File: src/rtl/ro_race_ctrl.sv
`default_nettype none
// ============================================================================
//  Module   : ro_race_ctrl
//  Purpose  : Sequencer for the ring-oscillator race of the PUF response
//             path. Latches a challenge, clears the two race counters for
//             SETTLE cycles, enables the oscillators and watches for the
//             first counter to saturate (bounded by TIMEOUT cycles). The
//             result is frozen and offered over a valid/ready handshake.
//  Ports    : clk, rst            - clock, asynchronous active-high reset
//             start, chal_in      - measurement request and its challenge
//             count1, count2      - race counters A and B (clk domain)
//             ro_sel              - RO-pair select (latched challenge)
//             cnt_clr, ro_en      - counter clear / oscillator enable
//             busy                - high whenever not idle
//             resp_valid/ready    - response handshake
//             resp_bit, resp_margin, resp_tie, resp_timeout - response
//  Revision : 1.0 - initial release
// ============================================================================
module ro_race_ctrl #(
  parameter int CHAL_W  = 4,
  parameter int SETTLE  = 4,
  parameter int TIMEOUT = 4096
) (
  input  logic              clk,
  input  logic              rst,
  input  logic              start,
  input  logic [CHAL_W-1:0] chal_in,
  input  logic [7:0]        count1,
  input  logic [7:0]        count2,
  output logic [CHAL_W-1:0] ro_sel,
  output logic              cnt_clr,
  output logic              ro_en,
  output logic              busy,
  output logic              resp_valid,
  input  logic              resp_ready,
  output logic              resp_bit,
  output logic [7:0]        resp_margin,
  output logic              resp_tie,
  output logic              resp_timeout
);

  localparam int CW = $clog2(TIMEOUT);
  localparam int SW = $clog2(SETTLE + 1);

  localparam logic [CW-1:0] C_CYC_LAST    = CW'(TIMEOUT - 1);
  localparam logic [SW-1:0] C_SETTLE_LAST = SW'(SETTLE - 1);

  typedef enum logic [1:0] {
    S_IDLE  = 2'd0,
    S_CLEAR = 2'd1,
    S_RUN   = 2'd2,
    S_HOLD  = 2'd3
  } state_t;

  state_t          r_state;
  logic [CW-1:0]   r_cyc;
  logic [SW-1:0]   r_settle;
  logic            w_sat1;
  logic            w_sat2;

  assign w_sat1 = &count1;
  assign w_sat2 = &count2;

  // All outputs are registered; every state transition updates the
  // outputs that the destination state requires on the same edge.
  always_ff @(posedge clk or posedge rst) begin
    if (rst) begin
      r_state      <= S_IDLE;
      r_cyc        <= '0;
      r_settle     <= '0;
      ro_sel       <= '0;
      cnt_clr      <= 1'b0;
      ro_en        <= 1'b0;
      busy         <= 1'b0;
      resp_valid   <= 1'b0;
      resp_bit     <= 1'b0;
      resp_margin  <= 8'd0;
      resp_tie     <= 1'b0;
      resp_timeout <= 1'b0;
    end else begin
      case (r_state)
        S_IDLE: begin
          if (start) begin
            ro_sel   <= chal_in;
            cnt_clr  <= 1'b1;
            busy     <= 1'b1;
            r_settle <= '0;
            r_state  <= S_CLEAR;
          end
        end

        S_CLEAR: begin
          // Clear is held for exactly SETTLE cycles before enabling.
          if (r_settle == C_SETTLE_LAST) begin
            cnt_clr <= 1'b0;
            ro_en   <= 1'b1;
            r_cyc   <= '0;
            r_state <= S_RUN;
          end else begin
            r_settle <= r_settle + SW'(1);
          end
        end

        S_RUN: begin
          // Saturation outranks timeout, including on the last cycle.
          if (w_sat1 || w_sat2 || (r_cyc == C_CYC_LAST)) begin
            ro_en        <= 1'b0;
            resp_valid   <= 1'b1;
            resp_tie     <= 1'b0;
            resp_timeout <= 1'b0;
            resp_bit     <= 1'b0;
            resp_margin  <= 8'd0;
            r_state      <= S_HOLD;
            if (w_sat1 && w_sat2) begin
              resp_tie <= 1'b1;
            end else if (w_sat1) begin
              resp_bit    <= 1'b1;
              resp_margin <= ~count2;
            end else if (w_sat2) begin
              resp_margin <= ~count1;
            end else begin
              resp_timeout <= 1'b1;
            end
          end else begin
            r_cyc <= r_cyc + CW'(1);
          end
        end

        S_HOLD: begin
          // resp_* fields are left untouched so they persist after transfer.
          if (resp_ready) begin
            resp_valid <= 1'b0;
            busy       <= 1'b0;
            r_state    <= S_IDLE;
          end
        end

        default: r_state <= S_IDLE;
      endcase
    end
  end

endmodule
`default_nettype wire
File: config.mk
export PLATFORM = sky130hd
export DESIGN_NAME = ro_race_ctrl
export DESIGN_NICKNAME = d
export VERILOG_FILES = /design/src/rtl/ro_race_ctrl.sv
export SDC_FILE = /design/constraint.sdc
export NUM_CORES = 1
export LEC_CHECK = 0
export CELL_PAD_IN_SITES_DETAIL_PLACEMENT = 1
export CELL_PAD_IN_SITES_GLOBAL_PLACEMENT = 1
export CORE_AREA = 2 2 74 76
export CTS_CLUSTER_SIZE = 20
export DETAILED_ROUTE_END_ITERATION = 8
export DIE_AREA = 0 0 76 78
export PLACE_DENSITY_LB_ADDON = 0.1
export SYNTH_ARGS = -nofsm -noshare
export SYNTH_HDL_FRONTEND = slang
export SYNTH_SLANG_ARGS = --single-unit
export TNS_END_PERCENT = 5
File: constraint.sdc
create_clock -name clk -period 2.39 [get_ports clk]
set_input_delay 0.3585 -clock clk [delete_from_list [all_inputs] [get_ports clk]]
set_output_delay 0.3585 -clock clk [all_outputs]
set_load 0.02 [all_outputs]
==> summary.md, run 1 <==
| Metric | Value |
|---|---|
| Status | `completed` |
| Global-route wire length before repair | `~8600 µm` |
| Remaining Overflow, GRT | `0` |
| Final Power | `between 2 and 3 mW` |
| Largest net degree at the start of global routing | `28` |
| Clk sinks | `36` |
| Std-Cell Core Area | `5040 µm²` |
| Met2 wire length | `~2500 µm` |
| Yosys warning count | `0` |
| Share of flip-flops with an asynchronous set or reset | `100%` |
| Worst path cell trace | `ha_1, and3_4, and4_4, o31ai_2, nand2_1, a211o_1` |
| DIE WIDTH | `between 70 and 80 µm` |
| Worst-path clk slew | `~0.070 ns` |
| DRT Wirelength | `a little over 5000 µm` |
| Final Wtd Congestion | `between 0.7 and 0.8` |
| CP endpoint kind | `flop` |
| CTS tree | `done` |
| Final #Nets | `between 200 and 300` |
| Half-perimeter wire length after placement | `approximately 3900 µm` |
| Final Max Slew Viols | `0` |
| PostCTS Resize Cnt | `0` |
| Critical-path top delay cell | `dfrtp_1` |
| Ranking of synthesized cells by area | `dfrtp_1 (47%), nand2_1 (6.1%), mux2i_1 (5.8%), ha_1 (5.2%), o221ai_1 (3.7%)` |
| Crit path DAT | `~2.2 ns` |
| Period utilization | `86.3%` |
| Io pins | `43` |
| Met3 WL | `approximately 380 µm` |
| TNS Setup | `0 ns` |
| Most frequent cells in the layout | `clkdlybuf4s50_1 (42), dfrtp_1 (36), nand2_1 (31)` |
| Placed Instance Area | `~2500 µm²` |
| CP top delay family | `compound AO/OA/AOI/OAI gates` |
| Buf/Inv on CP | `0` |
| Share of the synthesized area in the top cell type | `47.2%` |
| CTS buffer count | `5` |
| Transition time of the tightest slew-check pin | `approximately 0.44 ns` |
| Die H | `78 µm` |
| Req. time, crit path | `approximately 2.6 ns` |
| Area of the mapped netlist | `1910 µm²` |
| Area grow syn2layout | `33.7%` |
| Max VDD drop | `0.000560 V` |
| Routed Antenna Nets | `0` |
| Worst skew pair latency | `0.29 ns` |
| Worst hold path type | `primary input to async pin` |
| GRT Resource Usage Total | `18.5%` |
| Initial Util | `37.8%` |
| Top layer in use | `met4` |
| Antenna cells | `0` |
| Startpoint types | `flop` |
| Clk pwr share | `about a fifth` |
| Synth unique cells | `43` |
| Total Die Area | `between 5000 and 6000 µm²` |
| Worst hold slack | `between 0.3 and 0.4 ns` |
| Syn_nets | `approximately 210` |
| Max_cap viols | `0` |
| CTS hold repair buffers | `0` |
| CTS HTree Levels | `2` |
| Avg Inst Size Synth | `around 11 µm²` |
| Final Cell Area | `between 2000 and 3000 µm²` |
| Sw Ratio | `between 30 and 40%` |
| Met1 WL | `about 2200 µm` |
| RSZ-0062 raised after global routing | `no` |
| 1st-iter DRT viols | `between 100 and 150` |
| Min Tclk post-route | `~2.1 ns` |
| Setup bufs post-CTS | `0` |
| Dominant cell type by area after synthesis | `dfrtp_1` |
| Relative slew slack | `between 70% and 80%` |
| Fillers | `approximately 550` |
| WL/cell | `16.9 µm` |
| # port buffers | `between 40 and 50` |
| Combinational share of power | `a little under half` |
| Synthesized instance count | `180` |
| Layout cells sized above 1 | `roughly an eighth` |
| Sw Pwr | `between 0.9 and 1 mW` |
| Final setup violation count | `0` |
| Post-synth EDFFs | `0` |
| Setup Skew | `0.00373 ns` |
| Final Hold Viols | `0` |
| Fmax | `approximately 480 MHz` |
| Leakage power | `approximately 1.1 nW` |
| Vias in the first global route | `about 1800` |
| Detailed Routing Iterations Pass 1 | `4` |
| Seq/Total Area, Yosys | `between 40% and 50%` |
| Residual DRC count | `0` |
| Worst-case clock buffer depth | `2` |
| Critical path class | `flop to flop` |
| Internal | `around 1.5 mW` |
| Crit-path max cell delay | `0.43 ns` |
| Initial antenna violation count | `0` |
| Power density cells | `988 nW/µm²` |
| Vias | `about 1600` |
| Row count | `26` |
| Leading cell type in the layout, fill and taps excluded | `clkdlybuf4s50_1` |
| Top FF cell, synth | `dfrtp_1` |
| Seq pwr share | `between 30% and 40%` |
| Root Buffer | `clkbuf_8` |
| Worst-path maximum fanout | `6` |
| Flop and latch count out of synthesis | `36` |
| Via density per instance | `roughly 5.4` |
## state kept, by name (all words and copies together), names as in the netlist
| signal | cells |
|---|---|
| r_cyc | 12 |
| resp_bit | 1 |
| ro_sel | 4 |
| cnt_clr | 1 |
| busy | 1 |
| resp_timeout | 1 |
| r_state | 2 |
| ro_en | 1 |
| resp_tie | 1 |
| r_settle | 3 |
| resp_margin | 8 |
| resp_valid | 1 |
## power by group through the flow
stage                     clock network [mW]  logic (mW)  registers, mW
after floorplan                            0       0.634          0.980
after global placement                     0        1.07          0.892
after detailed placement                   0        1.14          0.913
after CTS                              0.484        1.15          0.904
after global routing                   0.507        1.25          0.930
final                                  0.476        1.14          0.907
## per-layer routing
metal  track usage (%)  up-vias
met4              6.55        0
met3              7.33        7
met1              20.8      797
li1                  -      763
met2              31.8       44
met5                 0        -
## cell usage after synthesis, drive strengths merged (3+ instances only)
library cell / number
a22o: 5
a21oi: 5
ha: 8
clkbuf: 3
mux2: 5
nand4: 8
nand3: 4
nor2: 7
o221ai: 8
nand2: 31
and3: 4
inv: 10
mux2i: 11
dfrtp: 36
o21ai: 6
## worst register-to-register path: stages (launching register included)
cell	delay, ns
dfrtp_1	0.43
ha_1	0.23
and3_4	0.21
and4_4	0.22
o31ai_2	0.36
nand2_1	0.16
a211o_1	0.33
## cells by family after synthesis
group                      count (synthesis)  share of synthesized area, %
muxes                                     16                          8.73
and+or+nand+nor                           67                          20.3
DFF                                       36                          47.2
buffers and inverters                     15                          3.41
adders and majority gates                  8                          5.25
AOI/OAI and AO/OA                         38                          15.1
## per-stage QoR
stage               utilization [%]  cells  worst slack [ns]
finish                         50.5    301             0.327
global route                   50.5    301             0.223
CTS                            50.5    301             0.298
detailed placement             48.6    294             0.248
global placement               48.6    294             0.328
floorplan                         -    180             0.529
## worst paths after layout
| path | start | end | slack [ns] | depth (start not counted) |
|---|---|---|---|---|
| setup reg to reg | r_cyc[0] | r_cyc[3] | 0.33 | 6 |
| hold reg to reg | r_cyc[11] | r_cyc[11] | 0.49 | 1 |
| hold / removal | rst | cnt_clr | 0.38 | 2 |
| max in group asynchronous | rst | resp_margin[2] | 1.51 | 3 |
| setup / recovery | r_cyc[0] | r_cyc[3] | 0.33 | 6 |
| min in group clk | r_cyc[11] | r_cyc[11] | 0.49 | 1 |
## cell type report
cell class	instances	area, µm²	share of cell area [%]
Sequential cell	36	901	35.3
Multi-Input combinational cell	129	941	36.9
Timing Repair Buffer	49	485	19.0
Inverter	10	37.5	1.47
Tap cell	70	87.6	3.44
Clock buffer	7	96.3	3.78
(Power assumes the default switching activity.)
==> inputs of run 2 (changes only) <==
Settings changed: HOLD_SLACK_MARGIN set to 0.06, TNS_END_PERCENT 5 to not set.
==> results of run 2 <==
No change in the layout: final DEF, timing and power equal those of run 1.
==> inputs of run 3 (changes only) <==
Settings changed: CORE_AREA 2 2 74 76 to 10 10 82 84, DIE_AREA 0 0 76 78 to 0 0 92 94.
==> run 3 against run 2 <==
Effect of this change:
- utilization decreased by 0.79 points
- clock power shrank 4.4%
- hold slack better by 0.097 ns
- via count decreased by 0.12%
- combinational power about the same
- sequential cell count is the same
- clock-buffer cell count down 1
- first-iteration DRC count down 33%
- register-to-register slack worse by 0.02 ns
- critical path type unchanged
==> summary.md, run 3 (synthesized netlist as in run 1, its figures left out) <==
| Metric | Value |
|---|---|
| Final #Nets | `approximately 260` |
| Clk sinks | `36` |
| Period utilization | `around 87%` |
| Status | `completed` |
| DIE WIDTH | `a little over 90 µm` |
| CTS tree | `done` |
| Die H | `between 90 and 100 µm` |
| Final Wtd Congestion | `around 0.76` |
| Max FFs per register | `12` |
| Final setup violation count | `0` |
| Std-Cell Core Area | `between 5000 and 6000 µm²` |
| Remaining Overflow, GRT | `0` |
| TNS Setup | `0 ns` |
| CP endpoint kind | `flop` |
| Largest net degree at the start of global routing | `37` |
| Power density cells | `about 1000 nW/µm²` |
| WL/cell | `17.1 µm` |
| Io pins | `43` |
| Antenna cells | `0` |
| Half-perimeter wire length after placement | `around 4000 µm` |
| Min Tclk post-route | `about 2.1 ns` |
| CTS hold repair buffers | `0` |
| Worst-path clk slew | `about 0.070 ns` |
| Row count | `26` |
| Most frequent cells in the layout | `clkdlybuf4s50_1 (42), dfrtp_1 (36), nand2_1 (31)` |
| GRT Resource Usage Total | `about an eighth` |
| Setup Skew | `0.00558 ns` |
| Worst-path maximum fanout | `11` |
| PostCTS Resize Cnt | `0` |
| Layout cells sized above 1 | `12.6%` |
| Max VDD drop | `between 0.0006 and 0.0007 V` |
| Fmax | `479 MHz` |
| Transition time of the tightest slew-check pin | `~0.48 ns` |
| Worst skew pair latency | `just under 0.3 ns` |
| Global-route wire length before repair | `8970 µm` |
| Worst hold path type | `primary input to async pin` |
| Critical path class | `flop to flop` |
| 1st-iter DRT viols | `68` |
| Residual DRC count | `0` |
| Total Die Area | `8650 µm²` |
| CTS HTree Levels | `2` |
| Leakage power | `1.14 nW` |
| Initial Util | `37.6%` |
| CTS buffer count | `5` |
| Max_cap viols | `0` |
| Vias | `1609` |
| Detailed Routing Iterations Pass 1 | `4` |
| Via density per instance | `between 5 and 6` |
| Largest regs | `r_cyc x12, resp_margin x8, ro_sel x4` |
| Final Hold Viols | `0` |
| Crit path DAT | `2.27 ns` |
| RSZ-0062 raised after global routing | `no` |
| DRT Wirelength | `a little over 5000 µm` |
| # port buffers | `between 40 and 50` |
| Vias in the first global route | `about 1800` |
| Final Max Slew Viols | `0` |
| Routed Antenna Nets | `0` |
| Relative slew slack | `around two thirds` |
| Setup bufs post-CTS | `0` |
| Largest register by flop count | `r_cyc` |
| Root Buffer | `clkbuf_8` |
| Fillers | `roughly 600` |
| Startpoint types | `flop` |
| Req. time, crit path | `~2.6 ns` |
| Worst-case clock buffer depth | `2` |
| Leading cell type in the layout, fill and taps excluded | `clkdlybuf4s50_1` |
| Final Power | `between 2 and 2.5 mW` |
| Area grow syn2layout | `32.4%` |
| Post-Place Cells | `roughly 290` |
| Initial antenna violation count | `0` |
| Non-Filler Instances | `~300` |
## run 3: changes by cell type in the layout (fill, tap and decap cells not counted), sizes merged
cell	previous run	this run
buf	7	6
clkbuf	7	6
clkinv	0	2
## run 3: final timing paths
check | from | end | slack [ns] | cells past startpoint
worst max-delay path | r_settle[0] | r_cyc[3] | 0.30 | 8
worst min-delay path | rst | resp_margin[7] | 0.47 | 3
worst max register to register | r_settle[0] | r_cyc[3] | 0.30 | 8
worst min register to register | resp_bit | resp_bit | 0.49 | 2
max in group asynchronous | rst | r_cyc[8] | 1.58 | 3
min in group clk | resp_bit | resp_bit | 0.49 | 2
## run 3: critical path, stage by stage (launching register included)
cell and delay [ns]:
dfrtp_1 0.43, ha_1 0.22, ha_1 0.28, nand2b_1 0.24, nand2_1 0.16, nor4_4 0.04, buf_4 0.18, nor3b_2 0.16
a211o_1 0.26
## run 3: per-stage QoR
stage | setup WS (ns) | hold WS, ns | instance area [µm²] | util, %
6_report | 0.303 | 0.474 | 2520 | 49.8
2_1_floorplan | 0.529 | 0.445 | 1910 | -
5_1_grt | 0.117 | 0.514 | 2520 | 49.8
3_5_place_dp | 0.288 | 0.481 | 2430 | 47.9
3_3_place_gp | 0.353 | 0.463 | 2430 | 47.9
4_1_cts | 0.307 | 0.485 | 2520 | 49.8
## run 3: layout make-up
class                           instances  area [µm²]  share of cell area [%]
Clock buffer                            6        82.6                    3.27
Clock inverter                          2        10.0                   0.396
Inverter                               10        37.5                    1.49
Multi-Input combinational cell        129         941                    37.3
Sequential cell                        36         901                    35.7
Tap cell                               70        87.6                    3.47
Timing Repair Buffer                   48         465                    18.4
## run 3: report_power, final
part           leakage, nW  internal [mW]  switching, mW  total (mW)
combinational        0.627          0.512          0.610        1.12
sequential           0.460          0.767          0.137       0.904
clock               0.0510          0.230          0.225       0.455
## run 3: routing by layer
metal | GRT usage, % | vias to the layer above | part of all wire, %
li1 | - | 760 | -
met2 | 20.5 | 44 | 47
met3 | 6.39 | 8 | 8.6
met1 | 14.3 | 797 | 43
met5 | 0 | - | 0
met4 | 5.40 | 0 | 1.7
